<file path="config.mk">
export PLATFORM = sky130hd
export DESIGN_NAME = time_set_ctrl
export DESIGN_NICKNAME = d
export VERILOG_FILES = /design/src/rtl/time_ctrl_pkg.sv /design/src/rtl/time_set_ctrl_key_repeat.sv /design/src/rtl/time_set_ctrl.sv
export SDC_FILE = /design/constraint.sdc
export NUM_CORES = 1
export LEC_CHECK = 0
export CAP_MARGIN = 20
export CORE_MARGIN = 10
export CORE_UTILIZATION = 60
export CTS_BUF_LIST = sky130_fd_sc_hd__clkbuf_2 sky130_fd_sc_hd__clkbuf_4 sky130_fd_sc_hd__clkbuf_8
export DETAILED_ROUTE_END_ITERATION = 10
export GPL_ROUTABILITY_DRIVEN = 0
export PLACE_DENSITY = 0.78
export REMOVE_ABC_BUFFERS = 1
export SYNTH_ARGS = -nofsm -noshare
export SYNTH_HDL_FRONTEND = slang
export SYNTH_SLANG_ARGS = --single-unit
</file>
<file path="constraint.sdc">
create_clock -name clk -period 4.4 [get_ports clk]
set_input_delay 0.88 -clock clk [delete_from_list [all_inputs] [get_ports clk]]
set_output_delay 0.88 -clock clk [all_outputs]
set_load 0.05 [all_outputs]
</file>
<file path="src/rtl/time_ctrl_pkg.sv">
// Shared types for the time-setting controller: FSM states, field-select codes
// and the small state helpers used by the controller.
package time_ctrl_pkg;

  typedef enum logic [2:0] {
    RUN,
    SET_HOUR,
    SET_MIN,
    SET_SEC,
    COMMIT
  } state_e;

  typedef enum logic [1:0] {
    FIELD_NONE = 2'd0,
    FIELD_HOUR = 2'd1,
    FIELD_MIN  = 2'd2,
    FIELD_SEC  = 2'd3
  } field_e;

  function automatic logic is_set(state_e s);
    return (s == SET_HOUR) || (s == SET_MIN) || (s == SET_SEC);
  endfunction

  function automatic state_e next_field(state_e s);
    case (s)
      SET_HOUR: return SET_MIN;
      SET_MIN:  return SET_SEC;
      default:  return SET_HOUR;
    endcase
  endfunction

  function automatic field_e field_of(state_e s);
    case (s)
      SET_HOUR: return FIELD_HOUR;
      SET_MIN:  return FIELD_MIN;
      SET_SEC:  return FIELD_SEC;
      default:  return FIELD_NONE;
    endcase
  endfunction

endpackage

</file>
<file path="src/rtl/time_set_ctrl_key_repeat.sv">
// Hold-to-auto-repeat: first pulse after HOLD_CYC cycles of lvl, then one every
// REPEAT_CYC cycles while lvl stays high. rep_pulse is combinational.
module key_repeat
  import time_ctrl_pkg::*;
#(
  parameter int unsigned HOLD_CYC   = 50_000_000,
  parameter int unsigned REPEAT_CYC = 10_000_000
) (
  input  logic clk,
  input  logic rst,
  input  logic clr,
  input  logic lvl,
  output logic rep_pulse
);

  localparam int unsigned MAX_CYC = (HOLD_CYC > REPEAT_CYC) ? HOLD_CYC : REPEAT_CYC;
  localparam int unsigned W = $clog2(MAX_CYC + 1);
  localparam logic [W-1:0] HOLD_T = W'(HOLD_CYC);
  localparam logic [W-1:0] REP_T  = W'(REPEAT_CYC);

  logic [W-1:0] cnt_q, cnt_d, cnt_inc, term;
  logic         rpt_q, rpt_d, hit;

  // Terminal count switches from the initial hold to the repeat period after the first hit.
  always_comb begin
    cnt_inc = cnt_q + 1'b1;
    term    = rpt_q ? REP_T : HOLD_T;
    hit     = lvl && !clr && (cnt_inc == term);
    cnt_d   = cnt_inc;
    rpt_d   = rpt_q;
    if (clr || !lvl) begin
      cnt_d = '0;
      rpt_d = 1'b0;
    end else if (hit) begin
      cnt_d = '0;
      rpt_d = 1'b1;
    end
  end

  assign rep_pulse = hit;

  always_ff @(posedge clk) begin
    if (rst) begin
      cnt_q <= '0;
      rpt_q <= 1'b0;
    end else begin
      cnt_q <= cnt_d;
      rpt_q <= rpt_d;
    end
  end

endmodule

</file>
<file path="src/rtl/time_set_ctrl.sv">
// Time-setting sequencer: key handling FSM, idle timeout, blink and registered
// increment/commit pulses for the time-set datapath.
module time_set_ctrl
  import time_ctrl_pkg::*;
#(
  parameter int unsigned HOLD_CYC    = 50_000_000,
  parameter int unsigned REPEAT_CYC  = 10_000_000,
  parameter int unsigned TIMEOUT_CYC = 500_000_000,
  parameter int unsigned BLINK_CYC   = 25_000_000
) (
  input  logic       clk,
  input  logic       rst,
  input  logic       key_mode,
  input  logic       key_up,
  input  logic       key_up_lvl,
  input  logic       key_ok,
  output logic       hour_up,
  output logic       min_up,
  output logic       sec_up,
  output logic       enter,
  output logic       run_en,
  output logic [1:0] field_sel,
  output logic       blink
);

  localparam int unsigned TW = $clog2(TIMEOUT_CYC + 1);
  localparam int unsigned BW = $clog2(BLINK_CYC + 1);
  localparam logic [TW-1:0] TMO_LAST = TW'(TIMEOUT_CYC - 1);
  localparam logic [BW-1:0] BLK_LAST = BW'(BLINK_CYC - 1);

  state_e        state_q, state_d;
  logic [TW-1:0] tmo_q, tmo_d;
  logic [BW-1:0] bcnt_q, bcnt_d;
  logic          blink_q, blink_d;
  logic          hour_q, hour_d, min_q, min_d, sec_q, sec_d;
  logic          enter_q, run_en_q;
  field_e        field_q;
  logic          in_set, entering, activity, tmo_hit, inc, rep_pulse, rep_clr;

  key_repeat #(
    .HOLD_CYC  (HOLD_CYC),
    .REPEAT_CYC(REPEAT_CYC)
  ) u_key_repeat (
    .clk      (clk),
    .rst      (rst),
    .clr      (rep_clr),
    .lvl      (key_up_lvl),
    .rep_pulse(rep_pulse)
  );

  // Next state and timeout; kept apart from the pulse logic so the repeat
  // clear -> rep_pulse path through the sub-module is not a block-level loop.
  always_comb begin
    in_set   = is_set(state_q);
    activity = key_mode | key_up | key_ok | key_up_lvl;
    tmo_hit  = in_set && !activity && (tmo_q == TMO_LAST);
    state_d  = state_q;
    case (state_q)
      RUN:                        if (key_mode) state_d = SET_HOUR;
      SET_HOUR, SET_MIN, SET_SEC: begin
        if (key_ok)        state_d = COMMIT;
        else if (key_mode) state_d = next_field(state_q);
        else if (tmo_hit)  state_d = RUN;
      end
      default:                    state_d = RUN;
    endcase
    entering = is_set(state_d) && (state_d != state_q);
    rep_clr  = !in_set || (state_d != state_q);
    tmo_d    = tmo_q + 1'b1;
    if (!is_set(state_d) || entering || activity) tmo_d = '0;
  end

  always_comb begin
    inc     = in_set && !key_ok && !key_mode && (key_up || rep_pulse);
    hour_d  = inc && (state_q == SET_HOUR);
    min_d   = inc && (state_q == SET_MIN);
    sec_d   = inc && (state_q == SET_SEC);
    blink_d = blink_q;
    bcnt_d  = bcnt_q + 1'b1;
    // Entry blanks the field; an increment shows it and restarts the phase.
    if (!is_set(state_d)) begin
      blink_d = 1'b0;
      bcnt_d  = '0;
    end else if (entering) begin
      blink_d = 1'b1;
      bcnt_d  = '0;
    end else if (inc) begin
      blink_d = 1'b0;
      bcnt_d  = '0;
    end else if (bcnt_q == BLK_LAST) begin
      blink_d = ~blink_q;
      bcnt_d  = '0;
    end
  end

  always_ff @(posedge clk) begin
    if (rst) begin
      state_q  <= RUN;
      tmo_q    <= '0;
      bcnt_q   <= '0;
      blink_q  <= 1'b0;
      hour_q   <= 1'b0;
      min_q    <= 1'b0;
      sec_q    <= 1'b0;
      enter_q  <= 1'b0;
      run_en_q <= 1'b1;
      field_q  <= FIELD_NONE;
    end else begin
      state_q  <= state_d;
      tmo_q    <= tmo_d;
      bcnt_q   <= bcnt_d;
      blink_q  <= blink_d;
      hour_q   <= hour_d;
      min_q    <= min_d;
      sec_q    <= sec_d;
      enter_q  <= (state_d == COMMIT);
      run_en_q <= (state_d == RUN);
      field_q  <= field_of(state_d);
    end
  end

  assign hour_up   = hour_q;
  assign min_up    = min_q;
  assign sec_up    = sec_q;
  assign enter     = enter_q;
  assign run_en    = run_en_q;
  assign field_sel = field_q;
  assign blink     = blink_q;

endmodule

</file>
Word-level counts from Yosys, hierarchy flattened --
Cells that the tools add are included.
Word-level totals: latch bits 0, memories kept 0, RAM bits 0, bits in read-only memories 0, logic and storage cells 78, register bits after elaboration 92, bits of input ports 6
Cells by class: $mul 0, eq/ne operators 11, add/subtract/negate cells 3, magnitude comparators 0, bitwise operators 5, muxes and demuxes 11, div/mod/pow operators 0, reductions and logical operators 36, shift operators 0
Operator list (number):
- adder 29 x 1 -> 29 bit (second input constant) | 1
- equality test 29 bit (second input constant) | 1
- adder 26 x 1 -> 26 bit (second input constant) | 1
- equality test 26 bit | 1
- two-way mux 26 bit | 1
- adder 25 x 1 -> 25 bit (second input constant) | 1
- equality test 25 bit (second input constant) | 1
- equality test 3 x 2 -> 1 bit (second input constant) | 4
- two-way mux 3 bit | 4
- logical AND 1 bit | 11
- logical OR 1 bit | 9
- logical NOT 1 bit | 7
- equality test 3 x 1 -> 1 bit (second input constant) | 2
- logical NOT 3 bit | 2
- one-hot mux 2 bit (3 select lines) | 1
- one-hot mux 3 bit (2 select lines) | 1
- OR reduction 2 bit | 3
- OR reduction 3 bit | 2
- OR reduction 5 bit | 1
- one-hot mux 2 bit (2 select lines) | 1
- equality test 3 bit (second input constant) | 1
- two-way mux 1 bit | 3
- inequality test 3 bit | 1
- bitwise OR 1 bit | 3
- other kinds (2) | 3

Logic depth before layout (Yosys ltp) --
depth after elaboration 19, mapped depth 10

By module --
A second synthesis with hierarchy kept.
Unflattened totals: cells, all modules 517, area total of the unflattened synthesis 4525.6 um2
Modules (own cells, without submodules):
- time_set_ctrl | sequential area each 1301.2 um2, area an instance 2825.2 um2, cells each 322, instances 1
- key_repeat | sequential area each 540.5 um2, area an instance 1700.4 um2, cells each 195, instances 1

Worst setup path after synthesis --
No wires, ideal clock.
path type reg2reg, from register u_key_repeat.cnt_q[0], to register bcnt_q[10], setup slack 1.106 ns, data arrival time 3.161 ns, setup time 0.133 ns, clock period less this slack 3.294 ns, data required time 4.267 ns, stages on the path, launching flop included 11, path through dfxtp_1 -> ha_1 -> nand4_4 -> or4_1 -> clkbuf_2 -> or4_1 -> a32oi_1 -> nand4_1 -> a2111oi_4 -> buf_6 -> nor4_1
Between the ends: longest elaborated chain between the ends 6
Ends and longest elaborated chain:
- from (decl) | line time_set_ctrl_key_repeat.sv:21 | logic [W-1:0] cnt_q, cnt_d, cnt_inc, term;
- from (signal assigned) | line time_set_ctrl_key_repeat.sv:47 | cnt_q <= cnt_d;
- adder 26 x 1 -> 26 bit | line time_set_ctrl_key_repeat.sv:26 | cnt_inc = cnt_q + 1'b1;
- equality test 26 bit | line time_set_ctrl_key_repeat.sv:28 | hit = lvl && !clr && (cnt_inc == term);
- logical AND 1 bit | line time_set_ctrl_key_repeat.sv:28
- logical OR 1 bit | line time_set_ctrl.sv:74 | inc = in_set && !key_ok && !key_mode && (key_up || rep_pulse);
- logical AND 1 bit | line time_set_ctrl.sv:74
- OR reduction 5 bit (no source line)
- to (signal assigned) | line time_set_ctrl.sv:111 | bcnt_q <= bcnt_d;
- to (decl) | line time_set_ctrl.sv:33 | logic [BW-1:0] bcnt_q, bcnt_d;
No other way between the ends. A chain may end at the register's enable or synchronous reset.

Worst setup path in the final report --
from register u_key_repeat.cnt_q[0], to register bcnt_q[2]
The elaborated chain is that of the path after synthesis.

==> impl_metrics.csv <==
group,metric,value,unit
yosys,share_of_cell_area_taken_by_muxes_after_synthesis,0,%
drt,wl_met2,4.652,mm
run_status,run_status,"complete, no violations",
finish,multi_input_comb_area,2610,um2
min_path,hp-class,"reg2reg",
yosys,postSynthAreaPerCell,8.716,um2
place,placedInstanceArea,4788,um2
worst_setup_path,timing.critical_path.from,"u_key_repeat.cnt_q[0]",
clock_tree,cts_num_sinks,92,
yosys,post_synth_inst_count,530,
worst_setup_path,worst_setup_path_start_kind,"flip-flop",
yosys,synth_compound_area_share,7.774,%
timing,fin_crit,3.647,ns
finish,fin_area,5021,um2
min_path,min_path_cells,1,
floorplan,io_pins,14,
drt,met1Wirelength,4.514,mm
timing,achievable-frequency,0.2742,GHz
drt,topRoutingLayerUsed,"met4",
finish,area_growth_syn_to_layout,8.695,%
place,place.detailed.hpwl,6.749,mm
worst_setup_path,crit_end,"bcnt_q[2]",
floorplan,die_area,11610,um2
global_route,number_of_global_route_vias_before_repair,3719,
yosys,largest_cells_by_area_after_synthesis,"sky130_fd_sc_hd__dfxtp_1, sky130_fd_sc_hd__xor2_1, sky130_fd_sc_hd__xnor2_1",
place,detailedPlace.worstSlack,0.4578,ns
finish,final_core_util,68.13,%
finish,fillCellCount,598,
global_route,grt.total_usage,17.33,%
global_route,grt_max_degree,30,
worst_setup_path,critPathTopFamily,"simple AND/OR/NAND/NOR gates",
drt,met3_length,388,um
power,power.total,1.548,mW
worst_setup_path,timing.critical_path.buf_inv,1,
finish,diodes,0,
timing,fin_setup_tns,0,ns
worst_setup_path,crit_path_end_kind,"flip-flop",
yosys,yosysWarningCount,0,
worst_setup_path,regToRegEndpoint,"bcnt_q[2]",
clock_tree,worst_skew_pair.late_latency,0.35,ns
global_route,antenna_found_initial,0,
timing,maxSlewHeadroom,59.53,%
power,worst_ir_drop_vdd,0.2397,mV
clock_tree,cts.repair.resized,0,
yosys,ys.flop_type,"sky130_fd_sc_hd__dfxtp_1",
finish,ff_latch_area,1842,um2
clock_tree,cts_tree,"done",
timing,setup_viol,0,
timing,drv_slew,0,
yosys,yosys_register_bits,92,
yosys,mappedNetlistArea,4619,um2
clock_tree,cts_post_setup_buffers_inserted,0,
timing,setup_ws,0.7533,ns
worst_setup_path,cp.arrival,3.87,ns
drt,dr_wl_cell,15.19,um
power,total_leakage_power,1.561,nW
drt,dr.pass1.iters,4,
floorplan,chipHeight,107.7,um
yosys,post_synth_and_or_nand_nor_area_fraction,33.53,%
worst_setup_path,critPathSlowestCell,"sky130_fd_sc_hd__or4_1",
drt,detail_route.vias_per_cell,6.080,
drt,totalWireLength,9.694,mm
worst_setup_path,cp_slowest_stage_delay,0.70,ns
clock_tree,clock_tree.root_cell,"sky130_fd_sc_hd__clkbuf_8",
worst_setup_path,critical_path_required,4.63,ns
finish,drive_above_1_share,6.122,%
clock_tree,quantity_of_hold_fixing_buffers_added_after_cts,0,
clock_tree,cts.path.max_buffers,2,
worst_setup_path,r2r_slack,0.75,ns
worst_setup_path,worstSetupPathDepth,9,
floorplan,fp.coreArea,7370,um2
floorplan,floorplan.initialDensity,62.68,%
worst_setup_path,worst_r2r_path_cells,9,
clock_tree,cts_max_level,3,
yosys,yosys.area.top_type,"sky130_fd_sc_hd__dfxtp_1",
run,maxCapViolCount,0,
clock_tree,clk_transition_reported_paths,0.09,ns
timing,timing_hold_violations_final,0,
yosys,post_synth_xor_area_fraction,14.03,%
timing,rsz_0062_raised_after_global_routing,"false",
worst_setup_path,worst_path_most_repeated_cell,"sky130_fd_sc_hd__or4_1",
yosys,list_of_most_frequent_post_synthesis_cells,"sky130_fd_sc_hd__dfxtp_1, sky130_fd_sc_hd__nor2_1, sky130_fd_sc_hd__xor2_1",
yosys,synth-edff-count,0,
global_route,gr-total-overflow,0,
timing,finClkSkew,0.009511,ns
worst_setup_path,crit-reg2reg-launch,"u_key_repeat.cnt_q[0]",
power,power.density,308.4,nW/um2
global_route,global_route_wire_length_before_repair,16.90,mm
yosys,yosysTopAreaCellShare,39.87,%
finish,final_net_count,545,
yosys,combinational_family_with_the_most_area_after_synthesis,"simple AND/OR/NAND/NOR gates",
worst_setup_path,timing_worst_setup_path_type,"reg2reg",
drt,via_count,3879,
drt,antenna_nets_post_route,0,
place,portBuffers,13,
timing,final.period_utilization,82.88,%
worst_setup_path,cp_cell_sequence,"ha_1 > nand4_4 > or4_1 > or4_1 > a32oi_1 > nand4_1 > a2111oi_4 > buf_4 > nor4_1",
floorplan,rows,31,
worst_setup_path,critical_path_peak_fanout,26,
yosys,async_reset_ff_share,0,%
drt,drt_iter0_drc,182,
clock_tree,numCtsBuffers,9,
yosys,yosys.cell_count.top_type,"sky130_fd_sc_hd__dfxtp_1",
timing,max_slew.worst_pin.slew,0.5917,ns
yosys,ys_seq_area_share,39.87,%
yosys,synth.lib_cells_used.distinct,58,
yosys,synth-adder-area-share,1.083,%
drt,remaining_drc_errors,0,
floorplan,die_width,107.7,um
through the flow:
| step | hold WS [ns] | std cells |
|---|---|---|
| floorplan | 0.4577 | 504 |
| finish | 0.4972 | 638 |
| global placement | 0.4842 | 621 |
| global route | 0.5151 | 638 |
| CTS | 0.5020 | 636 |
| detailed placement | 0.4911 | 621 |
layout make-up:
class	count	area share [%]
Multi-Input combinational cell	400	51.98
Sequential cell	92	36.68
Timing Repair Buffer	20	3.713
Clock buffer	11	2.766
Tap cell	99	2.467
Clock inverter	4	1.495
Inverter	12	0.8971
worst min path at each step:
stage	startpoint	to	slack, ns
detailed placement	bcnt_q[0]	bcnt_q[0]	0.49
global placement	bcnt_q[0]	bcnt_q[0]	0.48
finish	bcnt_q[0]	bcnt_q[0]	0.50
global route	bcnt_q[0]	bcnt_q[0]	0.52
CTS	bcnt_q[0]	bcnt_q[0]	0.50
floorplan	bcnt_q[0]	bcnt_q[0]	0.46
sequential cells by signal, indices dropped and copies added (netlist names), 2 cells and up:
register / cells
tmo_q: 29
u_key_repeat.cnt_q: 26
bcnt_q: 25
state_q: 3
field_sel: 2
report_power, final:
group | internal (mW) | switching [mW]
Clock | 0.330 | 0.295
Sequential | 0.839 | 0.00619
Combinational | 0.0245 | 0.0535
Total | 1.19 | 0.355
cell families (layout without fill, tap and decap cells):
kind of cell | count (synthesis) | in the layout
xor gates and xnor gates | 74 | 74
buffers and inverters | 38 | 47
adders and majority gates | 4 | 4
AOI/OAI and AO/OA | 47 | 47
DFF | 92 | 92
and+or+nand+nor | 275 | 275
cell usage in the layout (no fill, tap or decap), types with 4 or more instances in the layout:
| cell | Yosys | final |
|---|---|---|
| sky130_fd_sc_hd__a2111oi_0 | 6 | 6 |
| sky130_fd_sc_hd__a21oi_1 | 7 | 7 |
| sky130_fd_sc_hd__and2_1 | 7 | 7 |
| sky130_fd_sc_hd__and3_1 | 14 | 14 |
| sky130_fd_sc_hd__and4_1 | 9 | 9 |
| sky130_fd_sc_hd__buf_4 | 1 | 5 |
| sky130_fd_sc_hd__clkbuf_8 | 0 | 9 |
| sky130_fd_sc_hd__clkdlybuf4s50_1 | 0 | 13 |
| sky130_fd_sc_hd__dfxtp_1 | 92 | 92 |
| sky130_fd_sc_hd__ha_1 | 4 | 4 |
| sky130_fd_sc_hd__inv_1 | 12 | 12 |
| sky130_fd_sc_hd__nand2_1 | 22 | 22 |
| sky130_fd_sc_hd__nand3_1 | 41 | 41 |
| sky130_fd_sc_hd__nand4_1 | 21 | 21 |
| sky130_fd_sc_hd__nor2_1 | 61 | 61 |
| sky130_fd_sc_hd__nor3_1 | 27 | 27 |
| sky130_fd_sc_hd__nor4_1 | 34 | 34 |
| sky130_fd_sc_hd__nor4b_1 | 5 | 5 |
| sky130_fd_sc_hd__nor4bb_1 | 5 | 5 |
| sky130_fd_sc_hd__o21ai_0 | 11 | 9 |
| sky130_fd_sc_hd__or3_1 | 6 | 6 |
| sky130_fd_sc_hd__xnor2_1 | 32 | 32 |
| sky130_fd_sc_hd__xor2_1 | 42 | 42 |
routing by layer:
metal	vias to the layer above	GRT usage, %
met4	0	7.634
met1	1865	21.62
li1	1940	-
met3	9	3.293
met2	65	28.32
met5	-	0
worst register-to-register path, cell delays in order, from the launching register on:
cell and delay (ns):
sky130_fd_sc_hd__dfxtp_1 0.44, sky130_fd_sc_hd__ha_1 0.30, sky130_fd_sc_hd__nand4_4 0.20, sky130_fd_sc_hd__or4_1 0.70, sky130_fd_sc_hd__or4_1 0.57, sky130_fd_sc_hd__a32oi_1 0.23
sky130_fd_sc_hd__nand4_1 0.26, sky130_fd_sc_hd__a2111oi_4 0.38, sky130_fd_sc_hd__buf_4 0.34, sky130_fd_sc_hd__nor4_1 0.11
Note: power is estimated with default switching activity, not from simulation.
